File: config.mk
export PLATFORM = sky130hd
export DESIGN_NAME = hazard_detection_unit
export DESIGN_NICKNAME = d
export VERILOG_FILES = /design/src/rtl/mips_pipe_pkg.sv /design/src/rtl/hazard_stat_counter.sv /design/src/rtl/hazard_detection_unit.sv
export SDC_FILE = /design/constraint.sdc
export NUM_CORES = 1
export LEC_CHECK = 0
export CAP_MARGIN = 20
export CORE_AREA = 2 2 39 41
export CTS_CLUSTER_DIAMETER = 150
export CTS_CLUSTER_SIZE = 12
export DETAILED_ROUTE_END_ITERATION = 8
export DIE_AREA = 0 0 41 43
export PLACE_DENSITY_LB_ADDON = 0.25
export SLEW_MARGIN = 10
export SYNTH_ARGS = -nofsm -noshare
export SYNTH_HDL_FRONTEND = slang
export SYNTH_SLANG_ARGS = --single-unit
File: constraint.sdc
create_clock -name CLK -period 1.9 [get_ports CLK]
set_clock_uncertainty 0.2 [all_clocks]
set_input_delay 0.19 -clock CLK [delete_from_list [all_inputs] [get_ports CLK]]
set_output_delay 0.19 -clock CLK [all_outputs]
set_load 0.02 [all_outputs]
File: src/rtl/mips_pipe_pkg.sv
// Shared pipeline definitions: PC source encodings, hazard FSM states and the
// hard-wired zero register specifier.
package mips_pipe_pkg;

    localparam logic [1:0] ADDR_PC4    = 2'b00;
    localparam logic [1:0] ADDR_JUMP   = 2'b01;
    localparam logic [1:0] ADDR_BRANCH = 2'b10;

    localparam logic [4:0] REG_ZERO = 5'd0;

    typedef enum logic {
        HZ_IDLE       = 1'b0,
        HZ_BR_RESOLVE = 1'b1
    } hz_state_t;

endpackage

File: src/rtl/hazard_stat_counter.sv
// Saturating event counter with synchronous clear; used for hazard statistics.
module hazard_stat_counter #(
    parameter int W = 16
) (
    input  logic         clk,
    input  logic         clr,
    input  logic         inc,
    output logic [W-1:0] count
);

    logic [W-1:0] count_r;

    // Count events, holding at all-ones, cleared synchronously
    always_ff @(posedge clk) begin
        if (clr) begin
            count_r <= {W{1'b0}};
        end else if (inc && (count_r != {W{1'b1}})) begin
            count_r <= count_r + {{(W-1){1'b0}}, 1'b1};
        end else begin
            count_r <= count_r;
        end
    end

    assign count = count_r;

endmodule

File: src/rtl/hazard_detection_unit.sv
// Stall/flush controller for the 5-stage MIPS pipeline (load-use, branch, jump).
// Optional statistics counters are enabled by defining HAZARD_STATS_EN.
module hazard_detection_unit
    import mips_pipe_pkg::*;
#(
    parameter int REG_ADDR_W = 5,
    parameter int STAT_W     = 16
) (
    input  logic                  CLK,
    input  logic                  Reset,
    input  logic [REG_ADDR_W-1:0] ID_Rs,
    input  logic [REG_ADDR_W-1:0] ID_Rt,
    input  logic                  ID_UseRs,
    input  logic                  ID_UseRt,
    input  logic                  ID_Branch,
    input  logic                  ID_Jump,
    input  logic [REG_ADDR_W-1:0] EX_Rw,
    input  logic                  EX_MemRead,
    input  logic                  EX_BranchTaken,
    output logic                  PCWrite,
    output logic                  IFWrite,
    output logic                  IFFlush,
    output logic                  Bubble,
    output logic [1:0]            AddrSel
`ifdef HAZARD_STATS_EN
    ,
    output logic [STAT_W-1:0]     StallCount,
    output logic [STAT_W-1:0]     BranchCount,
    output logic [STAT_W-1:0]     JumpCount
`endif
);

    hz_state_t state_r;
    hz_state_t next_state_s;
    logic      load_use_s;

    // Load-use hazard: a load in EX writes a register the ID instruction reads
    assign load_use_s = EX_MemRead
                      && (EX_Rw != REG_ADDR_W'(REG_ZERO))
                      && ((ID_UseRs && (ID_Rs == EX_Rw)) || (ID_UseRt && (ID_Rt == EX_Rw)));

    // Hazard state register
    always_ff @(posedge CLK) begin
        if (Reset) begin
            state_r <= HZ_IDLE;
        end else begin
            state_r <= next_state_s;
        end
    end

    // Mealy output and next-state decode
    always_comb begin
        next_state_s = HZ_IDLE;
        PCWrite      = 1'b1;
        IFWrite      = 1'b1;
        IFFlush      = 1'b0;
        Bubble       = 1'b0;
        AddrSel      = ADDR_PC4;
        if (Reset) begin
            PCWrite = 1'b0;
            IFWrite = 1'b0;
            IFFlush = 1'b1;
            Bubble  = 1'b1;
        end else begin
            case (state_r)
                HZ_IDLE: begin
                    if (load_use_s) begin
                        // Stall wins over branch/jump; they are re-seen next cycle
                        PCWrite = 1'b0;
                        IFWrite = 1'b0;
                        Bubble  = 1'b1;
                    end else if (ID_Branch) begin
                        PCWrite      = 1'b0;
                        IFWrite      = 1'b0;
                        next_state_s = HZ_BR_RESOLVE;
                    end else if (ID_Jump) begin
                        AddrSel = ADDR_JUMP;
                        IFFlush = 1'b1;
                    end else begin
                        next_state_s = HZ_IDLE;
                    end
                end
                HZ_BR_RESOLVE: begin
                    // IF/ID holds a duplicate of the branch now in EX
                    Bubble = 1'b1;
                    if (EX_BranchTaken) begin
                        AddrSel = ADDR_BRANCH;
                        IFFlush = 1'b1;
                        IFWrite = 1'b0;
                    end else begin
                        AddrSel = ADDR_PC4;
                        IFWrite = 1'b1;
                    end
                end
                default: begin
                    next_state_s = HZ_IDLE;
                end
            endcase
        end
    end

`ifdef HAZARD_STATS_EN
    logic stall_inc_s;
    logic branch_inc_s;
    logic jump_inc_s;

    assign stall_inc_s  = !Reset && (state_r == HZ_IDLE) && load_use_s;
    assign branch_inc_s = !Reset && (state_r == HZ_BR_RESOLVE) && EX_BranchTaken;
    assign jump_inc_s   = !Reset && (state_r == HZ_IDLE) && !load_use_s && !ID_Branch && ID_Jump;

    hazard_stat_counter #(.W(STAT_W)) u_stall_cnt (
        .clk   (CLK),
        .clr   (Reset),
        .inc   (stall_inc_s),
        .count (StallCount)
    );

    hazard_stat_counter #(.W(STAT_W)) u_branch_cnt (
        .clk   (CLK),
        .clr   (Reset),
        .inc   (branch_inc_s),
        .count (BranchCount)
    );

    hazard_stat_counter #(.W(STAT_W)) u_jump_cnt (
        .clk   (CLK),
        .clr   (Reset),
        .inc   (jump_inc_s),
        .count (JumpCount)
    );
`endif

endmodule

# Yosys cells after proc, flatten, opt, wreduce, memory -nomap -nowiden
# Index checks and enable logic that the tools add are counted.
[classes] eq_ne=2 n_mux=23 bitwise=1 n_reduce_logical=7
[op_table] cell="$mux 1" count=17
[op_table] cell="$eq 5x5->1" count=2
[op_table] cell="$pmux 1 s2" count=3
[op_table] cell="$reduce_bool 5->1" count=1
[op_table] cell="$logic_and 1x1->1" count=4
[op_table] cell="$mux 2" count=2
[op_table] cell="$pmux 2 s2" count=1
[op_table] cell="$reduce_or 3->1" count=1
[op_table] cell="$logic_or 1x1->1" count=1
[op_table] cell="$not 1->1" count=1
[totals] regBits=1 in_bits=23 out_inout_bits=6

# Depth between registers and ports, before layout
[logic_depth] word_depth=7 depth_mapped=5

# Least setup slack after synthesis
# No wires, ideal clock.
[synth_timing] path_type="input -> output" start="input port EX_Rw[1]" end="output port AddrSel[0]" t_arrival_ns=1.586 required_time_ns=1.510 path_slack_ns=-0.076 stages=4 path_cell_list="or4_1 -> o21ai_2 -> nor2b_1 -> nor4_1"
[synth_between] elab_chain_cells=7 word_cells_on_any_way=11
[synth_lines] element="start: declaration" line="hazard_detection_unit.sv:17" text="input logic [REG_ADDR_W-1:0] EX_Rw,"
[synth_lines] element="$eq 5x5->1" line="hazard_detection_unit.sv:40" text="&& ((ID_UseRs && (ID_Rs == EX_Rw)) || (ID_UseRt && (ID_Rt == EX_Rw)));"
[synth_lines] element="$logic_and 1x1->1" line="hazard_detection_unit.sv:40"
[synth_lines] element="$logic_or 1x1->1" line="hazard_detection_unit.sv:40"
[synth_lines] element="$logic_and 1x1->1 (*)" line="hazard_detection_unit.sv:40"
[synth_lines] element="$mux 1 (*)" line="hazard_detection_unit.sv:67" text="if (load_use_s) begin"
[synth_lines] element="$pmux 2 s2 (*)" line="hazard_detection_unit.sv:65" text="case (state_r)"
[synth_lines] element="$mux 2 (*)" line="hazard_detection_unit.sv:59" text="if (Reset) begin"
[synth_lines] element="end: declaration" line="hazard_detection_unit.sv:24" text="output logic [1:0] AddrSel"
# Mark *: on every way between the ends. The rest lies on a longest branch, timed or not.

# Worst setup path after layout
[layout_timing] start="input port EX_Rw[3]" end="output port PCWrite"
[layout_between] elab_chain_cells=7 word_cells_on_any_way=11
[layout_lines] element="$eq 5x5->1" line="hazard_detection_unit.sv:40"
[layout_lines] element="$logic_and 1x1->1" line="hazard_detection_unit.sv:40"
[layout_lines] element="$logic_or 1x1->1" line="hazard_detection_unit.sv:40"
[layout_lines] element="$logic_and 1x1->1 (*)" line="hazard_detection_unit.sv:40"
[layout_lines] element="$mux 1 (*)" line="hazard_detection_unit.sv:67"
[layout_lines] element="$mux 1 (*)" line="hazard_detection_unit.sv:65"
[layout_lines] element="$mux 1 (*)" line="hazard_detection_unit.sv:59"
[layout_lines] element="end: declaration" line="hazard_detection_unit.sv:20" text="output logic PCWrite,"
# Marks and branches as above.

==> out/results.ini <==
[route]
viasPerCell = 4.49
ant_nets = 0
drt_first_pass_iters = 2
vias = 395
drt-initial-drc-count = 3
drc = 0
wl_per_cell_um = 10.5
drt_wl_total_um = 921

[layout]
syn_to_final_growth_pct = 136
num-fill-cells = 156
final_cells = 88
antennaDiodeCount = 0
regMostFlops = state_r
nNetsFinal = 97
top_regs = state_r x1
finalInstanceArea_um2 = 621
drive_gt1_frac = 0.347
largest_register_ffs = 1

[place]
dp.cells = 88
place_area_um2 = 622
dp_hpwl_um = 795
gp_congestion = 0.679
dp_slack_ps = -841
portBuffers = 28

[timing]
setup_viol = 0
slew_headroom = 0.835
timing.final.crit_share = 0.998
finalMaxSlewViolations = 0
fmax_mhz = 527
rsz0062_at_grt = yes
setup_ws_ps = 3.89
tns_ps = 0
final-hold-violation-count = 0
period_minus_slack_ps = 1900
worst_slew_pin_slew_ps = 244

[setup_path]
cpPeakStageDelay_ps = 540
startpoint_type = input port
path_depth = 6
end_kind = output port
crit_chain = buf_6, or4_4, o21ai_4, nor2_2, a221oi_2, buf_4
regToRegSetupSlack_ps = 790
cp_num_buf_inv = 2
crit_start = EX_Rw[3]
path_class = input port to output port
crit_required_ps = 1510
slowest_stage = or4_4
crit_fanout = 4
timing.rr.end = state_r$_SDFF_PP0_
crit_arrival_ps = 1510
reg2reg_depth = 3
cpLargestDelayFamily = simple AND/OR/NAND/NOR gates
setup.worst_path.end = PCWrite
r2r-start = state_r$_SDFF_PP0_

[logic_synthesis]
syn_area_per_cell_um2 = 6.91
synth_fp_nets = 61
synth_top_area_cell = xnor2_1
syn-cell-area_um2 = 263
yosysWarnings = 0
synth-seq-cells = 1
yosysTopAreaCellShare = 0.333
synthTopCellsByArea = xnor2_1, dfxtp_1, a221oi_2
netlist_instances = 38
yosysSeqAreaShare = 0.0762
ys_types = 19

[clocking]
insertion_delay_ps = 0
clk_pin_slew_worst_paths_ps = 0

[floorplan]
core.rowCount = 14
dieArea_um2 = 1760
die_y_um = 43
start_util = 0.190
die_x_um = 41
coreArea_um2 = 1380
io_pins = 29

[global_routing]
grt_overflow_total = 0
antenna_found_initial = 0
grt_max_degree = 7
grt_usage = 0.111
grt_pass1_vias = 391
grt_pass1_wl_mm = 1.45

[run]
drv_cap = 0

[pwr]
irDropWorstVdd_mv = 0.0983
p_per_area_nw_per_um2 = 252
fin_total_pwr_uw = 156
p_leak_uw = 0.000260

[min_path]
hold_class = input port to flip-flop
min_from = EX_Rw[2]
hold_depth = 6

[status]
outcome = finished clean

-- cells by family (layout without fill, tap and decap cells) --
kind of cell           after synthesis  in the layout  synth area share
AND/OR/NAND/NOR                     17             17             0.333
flip-flops                           1              1            0.0762
XOR/XNOR                            10             10             0.333
AO/OA/AOI/OAI                        7              7             0.214
buffers and inverters                3             37            0.0429
-- worst min-delay path by stage --
stage	endpoint
2_1_floorplan	state_r$_SDFF_PP0_
3_3_place_gp	state_r$_SDFF_PP0_
3_5_place_dp	state_r$_SDFF_PP0_
4_1_cts	state_r$_SDFF_PP0_
5_1_grt	state_r$_SDFF_PP0_
6_report	state_r$_SDFF_PP0_
-- per-layer routing --
layer,global-route usage,vias to the layer above,wire (um),share of wire
li1,-,204,-,-
met1,0.117,166,310,0.34
met2,0.225,25,492,0.53
met3,0.0105,0,118,0.13
met4,0,0,0,0
met5,0,-,0,0
-- what timing repair did --
item                                    in CTS  in global routing
buffers inserted                             0                  0
pin swaps                                   14                  2
resized for setup                           61                  1
hold endpoints to repair                     0                  0
hold buffers                                 0                  0
endpoints found under the setup margin       7                  4
-- worst min-delay path, cell delays in order --
cell and delay, ps:
buf_6 80, xnor2_1 60, nand2_1 70, o22ai_2 80, nand2b_1 90, and3_1 140
-- final cells by class --
| type | count | area (um2) | share of cell area |
|---|---|---|---|
| sequential | 1 | 20.0 | 0.0323 |
| timing repair buffer | 36 | 304 | 0.490 |
| tap | 16 | 20.0 | 0.0323 |
| inverter | 1 | 3.75 | 0.00605 |
| multi-input combinational | 34 | 273 | 0.440 |
-- cell usage in the layout, fill, tap and decap left out --
cell             synthesis  final
nor2b_4                  0      1
buf_4                    0     10
and3_1                   1      1
o21ai_4                  0      1
o22ai_2                  0      1
xnor2_1                 10     10
a221oi_2                 1      1
nand2_1                  4      4
buf_2                    0      4
dfxtp_1                  1      1
a21oi_1                  2      2
nor4_2                   0      1
nor3_1                   2      2
o31ai_1                  1      1
inv_1                    1      1
nand2b_1                 2      2
clkdlybuf4s50_1          0      7
nor2_1                   3      2
clkdlybuf4s15_2          0      1
dlygate4sd2_1            0     12
buf_6                    0      2
o41ai_2                  0      1
nand4_1                  2      2
or4_4                    0      1
nor2_2                   0      1
-- report_power, final --
group	switching, uW	leakage, uW	internal (uW)
sequential	2.12	0.00000829	22.8
combinational	54.7	0.000251	76.7
clock	0	0	0
-- cell usage after synthesis --
master,n
a21oi_1,2
a221oi_2,1
and3_1,1
clkbuf_1,2
dfxtp_1,1
inv_1,1
nand2_1,4
nand2b_1,2
nand4_1,2
nor2_1,3
nor2b_1,1
nor3_1,2
nor4_1,1
o21ai_2,1
o22ai_1,1
o31ai_1,1
o41ai_1,1
or4_1,1
xnor2_1,10
-- through the flow --
| step | hold WS (ps) | utilization |
|---|---|---|
| finish | 547 | 0.448 |
| global route | 600 | 0.448 |
| CTS | 555 | 0.447 |
| detailed placement | 588 | 0.449 |
| global placement | 598 | 0.449 |
| floorplan | 136 | - |
Note: power is estimated with default switching activity, not from simulation.
